## config.mk

```make
export PLATFORM = sky130hd
export DESIGN_NAME = uart_rx_gen
export DESIGN_NICKNAME = d
export VERILOG_FILES = /design/src/rtl/uart_rx_gen.sv
export SDC_FILE = /design/constraint.sdc
export NUM_CORES = 1
export LEC_CHECK = 0
export CORE_ASPECT_RATIO = 1.5
export CORE_MARGIN = 10
export CORE_UTILIZATION = 55
export CTS_CLUSTER_DIAMETER = 30
export DETAILED_ROUTE_END_ITERATION = 8
export PLACE_DENSITY = 0.8
export SETUP_SLACK_MARGIN = 0.5
export SLEW_MARGIN = 10
export SYNTH_ARGS = -nofsm -noshare
export SYNTH_HDL_FRONTEND = slang
export SYNTH_SLANG_ARGS = --single-unit
```

## constraint.sdc

```tcl
create_clock -name clk -period 6.13 [get_ports clk]
set_input_delay 0.9195 -clock clk [delete_from_list [all_inputs] [get_ports clk]]
set_output_delay 0.9195 -clock clk [all_outputs]
set_load 0.02 [all_outputs]
```

## src/rtl/uart_rx_gen.sv

```systemverilog
// UART receiver: oversampled start/data/parity/stop framing with a
// one-entry output holding register, overrun flag and saturating error counters.
module uart_rx_gen #(
    parameter int DATA_W = 56,
    parameter int OVS    = 16,
    parameter int CNT_W  = 16
) (
    input  logic              clk,
    input  logic              rst,
    input  logic              sdata,
    input  logic              os_tick,
    input  logic              par_en,
    input  logic              par_type,
    input  logic              stop2,
    input  logic              err_cnt_clr,
    input  logic              pready,
    output logic [DATA_W-1:0] pdata,
    output logic              pvalid,
    output logic              par_err,
    output logic              frm_err,
    output logic              overrun,
    output logic [CNT_W-1:0]  par_err_count,
    output logic [CNT_W-1:0]  frm_err_count,
    output logic              busy
);

    localparam int TW = $clog2(OVS);
    localparam int BW = $clog2(DATA_W + 1);
    localparam logic [TW-1:0] T_S0  = TW'(OVS / 2 - 1);
    localparam logic [TW-1:0] T_S1  = TW'(OVS / 2);
    localparam logic [TW-1:0] T_MAJ = TW'(OVS / 2 + 1);
    localparam logic [TW-1:0] T_END = TW'(OVS - 1);

    typedef enum logic [2:0] {IDLE, START, DATA, PARITY, STOP} state_t;

    state_t            state_q, state_d;
    logic              sync1_q, sync1_d, sync2_q, sync2_d;
    logic              prev_q, prev_d;
    logic              brk_q, brk_d;
    logic [TW-1:0]     tick_q, tick_d;
    logic [BW-1:0]     bit_q, bit_d;
    logic              s0_q, s0_d, s1_q, s1_d;
    logic [DATA_W-1:0] shreg_q, shreg_d;
    logic              xacc_q, xacc_d;
    logic              pen_q, pen_d, ptype_q, ptype_d, stop2_q, stop2_d;
    logic              perr_q, perr_d, ferr_q, ferr_d;
    logic [DATA_W-1:0] pdata_q, pdata_d;
    logic              pvalid_q, pvalid_d;
    logic              par_err_q, par_err_d, frm_err_q, frm_err_d;
    logic              overrun_q, overrun_d;
    logic [CNT_W-1:0]  pcnt_q, pcnt_d, fcnt_q, fcnt_d;

    logic line, maj, at_maj, at_end, commit, commit_ferr, accept;

    // Next-state: synchroniser, framing FSM, output register and counters
    always_comb begin
        state_d   = state_q;
        sync1_d   = sdata;
        sync2_d   = sync1_q;
        prev_d    = prev_q;
        brk_d     = brk_q;
        tick_d    = tick_q;
        bit_d     = bit_q;
        s0_d      = s0_q;
        s1_d      = s1_q;
        shreg_d   = shreg_q;
        xacc_d    = xacc_q;
        pen_d     = pen_q;
        ptype_d   = ptype_q;
        stop2_d   = stop2_q;
        perr_d    = perr_q;
        ferr_d    = ferr_q;
        pdata_d   = pdata_q;
        pvalid_d  = pvalid_q;
        par_err_d = par_err_q;
        frm_err_d = frm_err_q;
        overrun_d = overrun_q;
        pcnt_d    = pcnt_q;
        fcnt_d    = fcnt_q;
        commit    = 1'b0;

        line        = sync2_q;
        maj         = (s0_q & s1_q) | (s0_q & line) | (s1_q & line);
        at_maj      = (tick_q == T_MAJ);
        at_end      = (tick_q == T_END);
        // Stop errors seen so far plus the stop bit being judged right now
        commit_ferr = ferr_q | ~maj;

        if (os_tick) begin
            prev_d = line;
            tick_d = at_end ? '0 : tick_q + TW'(1);
            if (tick_q == T_S0) s0_d = line;
            if (tick_q == T_S1) s1_d = line;

            case (state_q)
                IDLE: begin
                    tick_d = '0;
                    if (brk_q) begin
                        // After a break the line must go high before a new start
                        if (line) brk_d = 1'b0;
                    end else if (!line && prev_q) begin
                        state_d = START;
                        tick_d  = TW'(1);
                        bit_d   = '0;
                        xacc_d  = 1'b0;
                        perr_d  = 1'b0;
                        ferr_d  = 1'b0;
                        pen_d   = par_en;
                        ptype_d = par_type;
                        stop2_d = stop2;
                    end
                end
                START: begin
                    if (at_maj && maj) begin
                        state_d = IDLE;
                        tick_d  = '0;
                    end else if (at_end) begin
                        state_d = DATA;
                    end
                end
                DATA: begin
                    if (at_maj) begin
                        shreg_d = {maj, shreg_q[DATA_W-1:1]};
                        xacc_d  = xacc_q ^ maj;
                    end
                    if (at_end) begin
                        if (bit_q == BW'(DATA_W - 1)) begin
                            bit_d   = '0;
                            state_d = pen_q ? PARITY : STOP;
                        end else begin
                            bit_d = bit_q + BW'(1);
                        end
                    end
                end
                PARITY: begin
                    if (at_maj) perr_d = ((xacc_q ^ maj) != ptype_q);
                    if (at_end) begin
                        state_d = STOP;
                        bit_d   = '0;
                    end
                end
                STOP: begin
                    if (at_maj) begin
                        if (!maj) ferr_d = 1'b1;
                        // Commit mid-bit on the final stop so back-to-back frames fit
                        if (bit_q == BW'(stop2_q)) begin
                            commit  = 1'b1;
                            state_d = IDLE;
                            tick_d  = '0;
                            brk_d   = commit_ferr;
                        end
                    end
                    if (at_end) bit_d = bit_q + BW'(1);
                end
                default: state_d = IDLE;
            endcase
        end

        accept = commit && (!pvalid_q || pready);
        if (accept) begin
            pdata_d   = shreg_q;
            par_err_d = perr_q;
            frm_err_d = commit_ferr;
            pvalid_d  = 1'b1;
        end else begin
            if (commit) overrun_d = 1'b1;
            if (pvalid_q && pready) pvalid_d = 1'b0;
        end

        if (err_cnt_clr) begin
            overrun_d = 1'b0;
            pcnt_d    = '0;
            fcnt_d    = '0;
        end else if (commit) begin
            if (perr_q && pcnt_q != '1) pcnt_d = pcnt_q + CNT_W'(1);
            if (commit_ferr && fcnt_q != '1) fcnt_d = fcnt_q + CNT_W'(1);
        end
    end

    // State register with asynchronous reset
    always_ff @(posedge clk or posedge rst) begin
        if (rst) begin
            state_q   <= IDLE;
            sync1_q   <= 1'b1;
            sync2_q   <= 1'b1;
            prev_q    <= 1'b1;
            brk_q     <= 1'b0;
            tick_q    <= '0;
            bit_q     <= '0;
            s0_q      <= 1'b1;
            s1_q      <= 1'b1;
            shreg_q   <= '0;
            xacc_q    <= 1'b0;
            pen_q     <= 1'b0;
            ptype_q   <= 1'b0;
            stop2_q   <= 1'b0;
            perr_q    <= 1'b0;
            ferr_q    <= 1'b0;
            pdata_q   <= '0;
            pvalid_q  <= 1'b0;
            par_err_q <= 1'b0;
            frm_err_q <= 1'b0;
            overrun_q <= 1'b0;
            pcnt_q    <= '0;
            fcnt_q    <= '0;
        end else begin
            state_q   <= state_d;
            sync1_q   <= sync1_d;
            sync2_q   <= sync2_d;
            prev_q    <= prev_d;
            brk_q     <= brk_d;
            tick_q    <= tick_d;
            bit_q     <= bit_d;
            s0_q      <= s0_d;
            s1_q      <= s1_d;
            shreg_q   <= shreg_d;
            xacc_q    <= xacc_d;
            pen_q     <= pen_d;
            ptype_q   <= ptype_d;
            stop2_q   <= stop2_d;
            perr_q    <= perr_d;
            ferr_q    <= ferr_d;
            pdata_q   <= pdata_d;
            pvalid_q  <= pvalid_d;
            par_err_q <= par_err_d;
            frm_err_q <= frm_err_d;
            overrun_q <= overrun_d;
            pcnt_q    <= pcnt_d;
            fcnt_q    <= fcnt_d;
        end
    end

    assign pdata         = pdata_q;
    assign pvalid        = pvalid_q;
    assign par_err       = par_err_q;
    assign frm_err       = frm_err_q;
    assign overrun       = overrun_q;
    assign par_err_count = pcnt_q;
    assign frm_err_count = fcnt_q;
    assign busy          = (state_q != IDLE);

endmodule
```

# Word-level counts from Yosys, hierarchy flattened
# Cells that the tools add are included.
[op_classes]
bitwise_logic = 9
n_eq_ne = 26
reduce_logical = 32
add_sub_neg = 4
n_mux = 54
[ops]
columns = ["cell", "n"]
rows = [
  ["16-bit 2-to-1 mux", 6],
  ["6-bit 2-to-1 mux", 6],
  ["16-bit by 1-bit adder with 16-bit output (second input constant)", 2],
  ["16-bit != test (second input constant)", 2],
  ["3-bit 2-to-1 mux", 10],
  ["2-bit != test (second input constant)", 12],
  ["6-bit case mux with 4 select lines", 1],
  ["1-bit 2-to-1 mux", 21],
  ["4-bit 2-to-1 mux", 4],
  ["3-bit case mux with 5 select lines", 1],
  ["2-bit nonzero test", 7],
  ["4-bit == test (second input constant)", 3],
  ["4-bit case mux with 3 select lines", 1],
  ["2-bit AND reduction", 5],
  ["5-bit AND reduction", 2],
  ["9-bit AND reduction", 1],
  ["1-bit case mux with 2 select lines", 4],
  ["4-bit AND reduction", 2],
  ["7-bit AND reduction", 1],
  ["6-bit by 1-bit adder with 6-bit output (second input constant)", 1],
  ["3-bit by 2-bit == test with 1-bit output (second input constant)", 2],
  ["6-bit by 1-bit == test with 1-bit output", 1],
  ["6-bit == test (second input constant)", 1],
  ["1-bit logical AND", 6],
  ["17 further kinds", 23],
]
[word_totals]
output_inout_bits = 93
inputBits = 9
word_cells = 148
reg_bits = 173

# Depth between registers and ports, before layout
# Gate-level depths: netlist of the first run.
[depth]
ltp_word = 9
ltp_mapped = 10

# Worst setup path before layout of the first run
# No wires, ideal clock.
[synth_path]
kind = "input-to-reg"
start = "in os_tick"
end = "reg pcnt_q[2], in the netlist par_err_count[2]"
arrival_time_ps = 2504
path_stages = 7
slack_ps = 3548
setup_time_ps = 78
required_time_ps = 6052
cell_sequence = "clkbuf_1 > nand4b_1 > nor2_2 > nand3_1 > clkbuf_1 > or4_1 > a21oi_1"
[synth_via]
elab_chain_cells = 3
[synth_lines]
columns = ["item", "line_no", "rtl"]
rows = [
  ["from (decl)", "11", "input logic os_tick,"],
  ["1-bit 2-to-1 mux", "89", "if (os_tick) begin"],
  ["2-bit nonzero test (no line)", "--", ""],
  ["2-bit AND reduction (no line)", "--", ""],
  ["to (signal assigned)", "228", "pcnt_q <= pcnt_d;"],
  ["to (decl)", "51", "logic [CNT_W-1:0] pcnt_q, pcnt_d, fcnt_q, fcnt_d;"],
]
# No other way between the ends.
# A chain may end at the register's enable or synchronous reset.

# Worst setup path in the final report of the first run
[layout_path]
start = "in os_tick"
end = "reg pcnt_q[12], in the netlist par_err_count[12]"
# Same word-level chain as after synthesis.

==> impl_results.md, run 1 <==
- Status: finished clean
- Minimum clock period: between 3 and 4 ns
- Die Y: around 160 um
- Seq cells post-synth: around 170
- N_diodes: 0
- Initial DRC count: between 300 and 400
- Startpoint Class: input port
- Vias: between 5000 and 6000
- GRT Total Usage: 17.9%
- Register area share after synthesis: 57.3%
- Core area: around 14000 um^2
- Peak supply drop: 247 uV
- Total I/O pin count: 102
- Setup Skew: 0.0103 ns
- CTS tree: built
- Longest Clk Path Bufs: 2
- RSZ-0062 raised after global routing: false
- Post-route ant nets: 0
- Slew headroom: 31.5%
- Initial antenna violation count: 0
- Main combinational cell family by area after synthesis: multiplexers
- Mapped cell area: 7570 um^2
- Root Buffer: clkbuf_16
- Setup Crit Path Kind: input port to register
- Layout cell share with drive strength beyond 1: ~24%
- Syn Nets: around 630
- First-pass GRT wire length: about 28000 um
- Hold slack: 0.363 ns
- Simple-gate share of the synthesized area: 11.7%
- Worst Hold Class: register to register
- Post-CTS setup buffer count: 0
- FFs w/ async S/R, synth: 100%
- Largest net degree at the start of global routing: around 120
- Synth Instances: roughly 600
- Top_reg_cell synth: dfrtp_1
- Fin Setup TNS: 0 ns
- Arrival @ worst endpoint: 3.93 ns
- Reg clk slew, reported paths: around 0.07 ns
- Most common cell after layout, fill and taps aside: dfrtp_1
- Max Cap Viol: 0
- Final #Nets: slightly above 700
- Endpoints failing setup: 0
- Worst-path maximum fanout: 26
- Starting Density: 56.0%
- Post-synth EDFFs: 0
- Number of port buffers: roughly 100
- Clock Sinks: 173
- H-tree depth: 4
- Leading area contributor after synthesis: dfrtp_1
- Synthesis Warnings: 0
- Fin. Hold Viols: 0
- Final period util: about three fifths
- Worst Max-Slew Pin Slew: 1.03 ns
- Total grt overflow: 0
- Hold-fix buffers at CTS: 0
- Filler instances: approximately 1000
- CTS buffer count: 17
- CP required: 6.48 ns
- Synth Area in Compound Gates: 8.58%
- Fmax: around 0.28 GHz
- Most frequent cells in the layout: dfrtp_1 (168), mux2_2 (120), clkdlybuf4s50_1 (101), a21oi_1 (39), nor2_1 (25)
- Synth top area share: a little under three fifths
- Slew Limit Fails: 0
- Die Width: ~120 um
- Synth top area cells: dfrtp_1 (56%), mux2_2 (18%), a21oi_1 (2.6%)
- DP HPWL: about 11000 um
- Routed wire per std cell: roughly 19 um
- Clk_lat worst skew: ~0.43 ns
- Vias/cell: between 6 and 7
- Post-Synth XOR/XNOR Area: 0.578%
- Final WL: 16500 um
- P_leak: roughly 4.2 nW
- Post_cts resized: 0
- Area growth, synth to finish: 23.2%
- Die ar.: approximately 19000 um^2
- PD cells: 296 nW/um^2
- Vias in the first global route: 5555
- Mux share of post-synthesis cell area: 18.2%
- Yosys cell types: 53
- First drt pass iteration count: 7
- Adder-cell share of the synthesized area: under 10%
- Syn avg cell area: approximately 12 um^2
- CP endpoint kind: register
- Std-Cell Rows: 52
- Global placement routability congestion: 0.911
- DR DRC count: 0
per-stage QoR:
| stage | power (mW) | area [um^2] | cells | setup slack, ns | util, % |
|---|---|---|---|---|---|
| 3_3_place_gp | 1.66 | 8710 | 849 | 2.26 | 64.4 |
| 2_1_floorplan | 1.58 | 7570 | 612 | 0.530 | - |
| 6_report | 2.76 | 9330 | 881 | 2.55 | 68.9 |
| 5_1_grt | 2.88 | 9330 | 881 | 2.35 | 68.9 |
| 3_5_place_dp | 1.68 | 8710 | 849 | 2.15 | 64.4 |
| 4_1_cts | 2.77 | 9330 | 881 | 2.58 | 68.9 |
worst max-delay path, cell delays in order:
cell	delay (ns)
clkdlybuf4s50_1	0.90
nand4b_1	0.24
nor2_2	0.26
nand3_1	0.61
or4b_2	0.83
a21oi_1	0.16
power by group:
group / switching, mW / internal (mW) / total (mW) / leakage (nW)
Combinational: 0.218 / 0.143 / 0.361 / 1.55
Sequential: 0.0913 / 1.21 / 1.30 / 2.36
Clock: 0.500 / 0.597 / 1.10 / 0.303
layer usage:
| metal | vias to the layer above | global-route usage, % | part of all wire (%) |
|---|---|---|---|
| met1 | 2654 | 21.3 | 40 |
| met4 | 0 | 6.22 | 1.5 |
| met3 | 24 | 6.02 | 7.8 |
| met2 | 177 | 29.6 | 50 |
| met5 | - | 0 | 0 |
| li1 | 2467 | - | - |
kinds of logic after synthesis:
| kind of cell | Yosys count |
|---|---|
| AO/OA/AOI/OAI | 103 |
| XOR/XNOR | 5 |
| adder cells (fa/ha/maj) | 7 |
| buffers and inverters | 48 |
| flip-flops | 173 |
| multiplexers | 123 |
| AND/OR/NAND/NOR | 153 |
final timing paths:
kind	from	end	slack, ns	cells past startpoint
max	os_tick	par_err_count[12]$_DFFE_PP0P_	2.55	6
min	sync1_q$_DFF_PP1_	line$_DFF_PP1_	0.36	0
max reg2reg	state_q[0]$_DFFE_PP0P_	par_err_count[12]$_DFFE_PP0P_	3.19	5
min reg2reg	sync1_q$_DFF_PP1_	line$_DFF_PP1_	0.36	0
max in group asynchronous	rst	pdata[32]$_DFFE_PP0P_	3.74	3
min in group asynchronous	rst	par_err_count[8]$_DFFE_PP0P_	1.10	2
Yosys cell counts (3+ instances only):
| library cell | count |
|---|---|
| nor4_1 | 3 |
| o21ai_0 | 17 |
| a21o_1 | 4 |
| xor2_1 | 3 |
| and3_1 | 11 |
| nor2_1 | 25 |
| nand4b_1 | 5 |
| a31o_2 | 4 |
| clkbuf_1 | 22 |
| nand2b_1 | 6 |
| nor3_1 | 4 |
| dfstp_2 | 5 |
| mux2_2 | 120 |
| a22o_1 | 3 |
| o41ai_1 | 7 |
| nand3_1 | 20 |
| or4_1 | 17 |
| inv_1 | 17 |
| nand2_1 | 20 |
| and4_1 | 4 |
| mux2i_1 | 3 |
| dfrtp_1 | 168 |
| ha_1 | 6 |
| a21oi_1 | 39 |
| or3_1 | 8 |
| nand4_1 | 16 |
| buf_2 | 7 |
| o31ai_1 | 17 |
state kept, by name, summed over array words and instances, names as in the netlist, 3 cells and up:
register / cells
pdata: 56
state_q: 3
par_err_count: 16
shreg_q: 56
frm_err_count: 16
bit_q: 6
tick_q: 4
cell type report:
type / count / area [um^2] / share of cell area, %
well taps: 162 / 203 / 2.17
multi-input cells: 391 / 3060 / 32.8
inverters: 17 / 68.8 / 0.738
repair buffers: 106 / 1050 / 11.2
flip-flops and latches: 173 / 4340 / 46.5
clock inverters: 14 / 175 / 1.88
clock buffers: 18 / 439 / 4.71
No activity file was read; power rests on OpenSTA's default activity.
==> run 2: changes to the inputs <==
--- a/config.mk
+++ b/config.mk
@@ -7,10 +7,10 @@
 export LEC_CHECK = 0
 export CORE_ASPECT_RATIO = 1.5
 export CORE_MARGIN = 10
-export CORE_UTILIZATION = 55
+export CORE_UTILIZATION = 50
 export CTS_CLUSTER_DIAMETER = 30
 export DETAILED_ROUTE_END_ITERATION = 8
-export PLACE_DENSITY = 0.8
+export PLACE_DENSITY = 0.77
 export SETUP_SLACK_MARGIN = 0.5
 export SLEW_MARGIN = 10
 export SYNTH_ARGS = -nofsm -noshare
==> constraint.sdc (replaced) <==
create_clock -name clk -period 3 [get_ports clk]
set_input_delay 0.45 -clock clk [delete_from_list [all_inputs] [get_ports clk]]
set_output_delay 0.45 -clock clk [all_outputs]
set_load 0.02 [all_outputs]
==> impl_results.md, run 2 (synthesis results as in run 1) <==
- Status: finished clean
- Comb pwr share: 15.1% (+2.0 points)
- H-tree depth: 4 (unchanged)
- Reg-to-Reg End: frm_err_count[15]$_DFFE_PP0P_
- Arrival @ worst endpoint: 1.97 ns (-1.96 ns)
- Number of port buffers: 101 (unchanged)
- GRT Total Usage: 17.0% (-0.85 points)
- Vias in the first global route: 5760 (+3.7%)
- Post-Place Cell Area: 8900 um^2 (+2.1%)
- Worst Max-Slew Pin Slew: 0.794 ns (-0.234 ns)
- Starting Density: 50.5% (-5.5 points)
- R2R cell count: 9 (+4)
- CTS buffer count: 17 (unchanged)
- Largest net degree at the start of global routing: 91 (-22%)
- Die ar.: 20600 um^2 (+8.5%)
- Total grt overflow: 0 (unchanged)
- Total I/O pin count: 102 (unchanged)
- Cell Chain, Critical Path: buf_4 -> nor2_2 -> nand2_1 -> clkdlybuf4s50_1
- Fmax: slightly above 0.4 GHz
- First drt pass iteration count: 5 (-2)
- Reg-to-Reg Start: tick_q[1]$_DFFE_PP0P_
- Critical path's top delay family: buffers and inverters
- Routed wire per std cell: 18.9 um (+0.75%)
- CP Depth: 4 (-2)
- Design area: 9630 um^2 (+3.2%)
- CP required: 2.55 ns (-3.93 ns)
- Sw frac: 30.1% (+0.72 points)
- PD cells: 587 nW/um^2 (+99%)
- Vias: 5498 (+3.3%)
- Initial antenna violation count: 0 (unchanged)
- Finished Layout Cells: 939 (+6.6%)
- Placed cells: 896 (+5.5%)
- Most frequent cells in the layout: dfrtp_1 (168), mux2_2 (120), clkdlybuf4s50_1 (101), a21oi_1 (38), nor2_1 (24)
- Worst Hold Class: register to register
- Final WL: 17800 um (+7.4%)
- RSZ-0062 raised after global routing: true
- Setup Skew: 0.0116 ns (+0.00124 ns)
- Worst-path maximum fanout: 15 (-42%)
- P_sw: 1.70 mW (+110%)
- Sequential share of power: 46.6% (-0.5 points)
- DP HPWL: 12100 um (+8.1%)
- Core area: 15000 um^2 (+11%)
- Final #Nets: 742 (+2.9%)
- Minimum clock period: around 2.4 ns
- Fin Setup TNS: 0 ns (unchanged)
- Metal1 wirelength: 6630 um (-0.93%)
- Slowest CP cell: clkdlybuf4s50_1
- Slew Limit Fails: 0 (unchanged)
- Reg2reg setup slack: 0.60 ns (-2.59 ns)
- Crit path from: state_q[0]$_DFFE_PP0P_
- Crit path capture: busy
- Clk_lat worst skew: 0.42 ns (about the same)
- Die Y: 171 um (+4.3%)
- Most common cell after layout, fill and taps aside: dfrtp_1
- Initial DRC count: 379 (+18%)
- Critical path's largest stage delay: 0.55 ns (-0.35 ns)
- DR DRC count: 0 (unchanged)
- Final Util: 64.2% (-4.7 points)
- N_diodes: 0 (unchanged)
- Design Power: 5.66 mW (+110%)
- Final period util: between 80 and 90%
- Hold slack: 0.372 ns (+0.00842 ns)
- WL met2: 9340 um (+12%)
- Setup Crit Path Kind: register to primary output
- Vias/cell: 5.86 (-3.1%)
- Clock power frac: 38.3% (-1.5 points)
- CP endpoint kind: primary output
- First-pass GRT wire length: 28800 um (+4.2%)
- Global placement routability congestion: 0.851 (-6.6%)
- Endpoints failing setup: 0 (unchanged)
- Worst Slack Setup Final: 0.584 ns (-1.96 ns)
- Peak supply drop: 358 uV (+45%)
- Highest metal used: met4
- Post-route ant nets: 0 (unchanged)
- Max Cap Viol: 0 (unchanged)
- Clock Sinks: 173 (unchanged)
- Routed met3 length: 1450 um (+12%)
- Longest Clk Path Bufs: 2 (unchanged)
- Layout cell share with drive strength beyond 1: 27.6% (+3.2 points)
- Worst slack at placement: 0.468 ns (-1.68 ns)
- P_leak: 4.34 nW (+2.8%)
- Hold-fix buffers at CTS: 0 (unchanged)
- Worst Path Buf+Inv: 2 (+1)
- Internal power: 3.95 mW (+100%)
- Root Buffer: clkbuf_16
- Area growth, synth to finish: 27.2%
- Die Width: 120 um (+4.0%)
- Slew headroom: 46.9% (+15 points)
- Startpoint Class: register
- CTS tree: built
- Fin. Hold Viols: 0 (unchanged)
- Std-Cell Rows: 55 (+5.8%)
- Reg clk slew, reported paths: 0.07 ns (about the same)
-- run 2: cell types whose count changed in the layout (fill, tap and decap cells not counted), moves of 2 or more --
cell,delta
inv_6,+2
buf_12,+5
clkinvlp_4,+2
clkinv_4,-2
buf_4,+12
-- run 2: repair_timing --
item	in CTS	in global routing
setup endpoints to repair	3	61
resized for setup	2	11
buffers inserted	0	9
pin swaps	0	3
cloned	0	2
-- run 2: routing by layer --
metal	vias up	GRT usage, %
met5	-	0
met4	0	6.11
met3	40	6.46
met2	212	30.4
met1	2746	17.8
li1	2500	-
-- run 2: how the worst min path moves through the flow --
| stage | start | to | slack (ns) | depth (start not counted) |
|---|---|---|---|---|
| finish | sync1_q$_DFF_PP1_ | line$_DFF_PP1_ | 0.37 | 0 |
| global route | sync1_q$_DFF_PP1_ | line$_DFF_PP1_ | 0.37 | 0 |
| CTS | sync1_q$_DFF_PP1_ | line$_DFF_PP1_ | 0.37 | 0 |
| detailed placement | sync1_q$_DFF_PP1_ | line$_DFF_PP1_ | 0.35 | 0 |
| global placement | sync1_q$_DFF_PP1_ | line$_DFF_PP1_ | 0.36 | 0 |
| floorplan | sync1_q$_DFF_PP1_ | line$_DFF_PP1_ | 0.35 | 0 |
-- run 2: power by group through the flow --
| stage | sequential [mW] | clock (mW) | combinational (mW) |
|---|---|---|---|
| floorplan | 2.60 | 0 | 0.625 |
| global placement | 2.66 | 0 | 0.774 |
| detailed placement | 2.67 | 0 | 0.805 |
| CTS | 2.63 | 2.21 | 0.815 |
| global route | 2.65 | 2.31 | 0.947 |
| finish | 2.64 | 2.16 | 0.856 |
-- run 2: final cells by class --
| type | instances | area (um^2) |
|---|---|---|
| Fill cell | 1157 | 5370 |
| Multi-Input combinational cell | 391 | 3100 |
| Clock inverter | 14 | 145 |
| Timing Repair Buffer | 127 | 1290 |
| Clock buffer | 18 | 439 |
| Inverter | 17 | 67.6 |
| Sequential cell | 173 | 4340 |
| Tap cell | 199 | 249 |
==> run 3: changes to the inputs <==
--- a/config.mk
+++ b/config.mk
@@ -7,10 +7,10 @@
 export LEC_CHECK = 0
 export CORE_ASPECT_RATIO = 1.5
 export CORE_MARGIN = 10
-export CORE_UTILIZATION = 50
+export CORE_UTILIZATION = 55
 export CTS_CLUSTER_DIAMETER = 30
 export DETAILED_ROUTE_END_ITERATION = 8
-export PLACE_DENSITY = 0.77
+export PLACE_DENSITY = 0.8
 export SETUP_SLACK_MARGIN = 0.5
 export SLEW_MARGIN = 10
 export SYNTH_ARGS = -nofsm -noshare
==> constraint.sdc (replaced) <==
create_clock -name clk -period 2.4 [get_ports clk]
set_input_delay 0.36 -clock clk [delete_from_list [all_inputs] [get_ports clk]]
set_output_delay 0.36 -clock clk [all_outputs]
set_load 0.02 [all_outputs]
==> impl_results.md, run 3 (synthesis results as in run 1) <==
- Multi-input gate area: 3910 um^2 (+26%)
- Total I/O pin count: 102 (unchanged)
- PD cells: 688 nW/um^2 (+17%)
- Hold-fix buffers at CTS: 0 (unchanged)
- Worst Max-Slew Pin Slew: 0.580 ns (-0.213 ns)
- Post-route ant nets: 0 (unchanged)
- Global placement routability congestion: 0.838 (-1.5%)
- Fin Setup TNS: 0 ns (unchanged)
- Endpoints failing setup: 0 (unchanged)
- Layout cell share with drive strength beyond 1: 45.6% (+18 points)
- Worst Slack Setup Final: 0.210 ns (-0.374 ns)
- Cell Chain, Critical Path: xnor2_2 -> nand3_2 -> or4_4 -> or4_1 -> a21oi_1
- Root Buffer: clkbuf_16
- Die Y: 164 um (-4.1%)
- Starting Density: 56.0% (+5.5 points)
- Routed wire per std cell: 24.0 um (+27%)
- Reg2reg setup slack: 0.21 ns (-0.39 ns)
- Number of port buffers: 101 (unchanged)
- Peak supply drop: 621 uV (+73%)
- Minimum clock period: 2.19 ns
- Final Util: 82.3% (+18 points)
- RSZ-0062 raised after global routing: true
- Area growth, synth to finish: 47.1%
- Reg-to-Reg Start: bit_q[0]$_DFFE_PP0P_
- Status: finished clean
- Area taken by flip-flops and latches: 4350 um^2 (+0.32%)
- Most frequent cells in the layout: dfrtp_1 (157), clkdlybuf4s50_1 (78), buf_4 (66), mux2_2 (63), mux2_4 (57)
- Worst hold start: sdata
- Die Width: 116 um (-3.9%)
- Setup Skew: 0.0128 ns (+0.00119 ns)
- Clock Sinks: 173 (unchanged)
- Fin. Hold Viols: 0 (unchanged)
- Worst slack at placement: 0.0427 ns (-0.425 ns)
- Worst Hold Class: input port to register
- Most common cell after layout, fill and taps aside: dfrtp_1
- Slew Limit Fails: 0 (unchanged)
- Final period util: between 90 and 100%
- Die ar.: 19000 um^2 (-7.8%)
- Vias in the first global route: 6348 (+10%)
- CP endpoint kind: register
- N_diodes: 0 (unchanged)
- Final WL: 23400 um (+32%)
- Clk_lat worst skew: 0.44 ns (+0.02 ns)
- Setup Crit Path Kind: register to register
- Longest Clk Path Bufs: 2 (unchanged)
- Worst-path maximum fanout: 7 (-8)
- Crit path from: bit_q[0]$_DFFE_PP0P_
- Critical path's largest stage delay: 0.59 ns (+0.04 ns)
- Slowest CP cell: or4_4
- Initial DRC count: 492 (+30%)
- H-tree depth: 4 (unchanged)
- P_leak: 5.17 nW (+19%)
- Core area: 13500 um^2 (-9.8%)
- Fmax: 0.457 GHz
- Startpoint Class: register
- Arrival @ worst endpoint: 2.54 ns (+0.57 ns)
- First drt pass iteration count: 5 (unchanged)
- First-pass GRT wire length: 32900 um (+14%)
- DR DRC count: 0 (unchanged)
- CTS buffer count: 17 (unchanged)
- GRT Total Usage: 21.8% (+4.7 points)
- CP required: 2.75 ns (+0.20 ns)
- DP HPWL: 12400 um (+2.0%)
- Vias: 6199 (+13%)
- Max Cap Viol: 0 (unchanged)
- Vias/cell: 6.37 (+8.8%)
- Reg clk slew, reported paths: 0.07 ns (about the same)
- CTS tree: built
- Largest net degree at the start of global routing: 108 (+19%)
- Initial antenna violation count: 0 (unchanged)
- Std-Cell Rows: 52 (-5.5%)
- Slew headroom: 61.3% (+14 points)
- Total grt overflow: 0 (unchanged)
- Final #Nets: 813 (+9.6%)
- Filler instances: 645 (-44%)
- Hold slack: 0.343 ns (-0.0289 ns)
==> run 3: cell types whose count changed in the layout (fill, tap and decap cells not counted), moves of 12 or more <==
cell | before | now
or4_1 | 16 | 4
a21oi_1 | 38 | 15
o31ai_1 | 17 | 5
mux2_2 | 120 | 63
a21oi_2 | 1 | 23
buf_4 | 17 | 66
dlymetal6s2s_1 | 0 | 13
clkdlybuf4s50_1 | 101 | 78
buf_6 | 1 | 14
mux2_4 | 0 | 57
or4_4 | 1 | 14
==> run 3: area by class of cell <==
class,count,share of cell area [%]
clock buffers,17,3.82
clock inverters,15,1.27
inverters,17,0.607
multi-input cells,392,35.1
flip-flops and latches,173,39.1
well taps,162,1.82
repair buffers,197,18.3
==> run 3: critical path, delay by kind of cell, from the launching register on <==
family          cells  cell delay (ns)
compound gates      1             0.15
xor+xnor            1             0.32
flops               1             0.45
simple gates        3             1.19
==> run 3: path summary, 6_finish.rpt <==
kind / to / cells after the start
max: frm_err_count[8]$_DFFE_PP0P_ / 5
min: sync1_q$_DFF_PP1_ / 1
max reg2reg: frm_err_count[8]$_DFFE_PP0P_ / 5
min reg2reg: line$_DFF_PP1_ / 0
max in group asynchronous: state_q[0]$_DFFE_PP0P_ / 3
min in group asynchronous: pdata[23]$_DFFE_PP0P_ / 3
==> run 3: per-stage QoR <==
stage	power (mW)	instances	instance area [um^2]
2_1_floorplan	4.10	612	8000
5_1_grt	7.93	973	11100
3_5_place_dp	4.43	876	9310
6_report	7.66	973	11100
4_1_cts	7.35	945	10500
3_3_place_gp	4.40	876	9310
==> run 3: timing repair <==
action / 4_1_cts / 5_1_grt
resized for setup: 76 / 91
setup endpoints to repair: 161 / 171
cloned: 3 / 3
setup buffers: 34 / 25
pin swaps: 35 / 35
==> run 3: power breakdown <==
group	total (mW)	switching (mW)	internal (mW)	leakage, nW
clock network	2.68	1.30	1.38	0.269
logic	1.65	0.924	0.729	2.55
registers	3.32	0.227	3.09	2.35
==> run 3: metal layers <==
layer / routed length (um) / track usage (%) / vias up / share of wire, %
met3: 1110 / 4.82 / 100 / 4.8
met5: 0 / 0 / - / 0
met4: 1060 / 7.99 / 0 / 4.5
met2: 12700 / 40.1 / 287 / 54
li1: - / - / 2643 / -
met1: 8490 / 23.6 / 3169 / 36
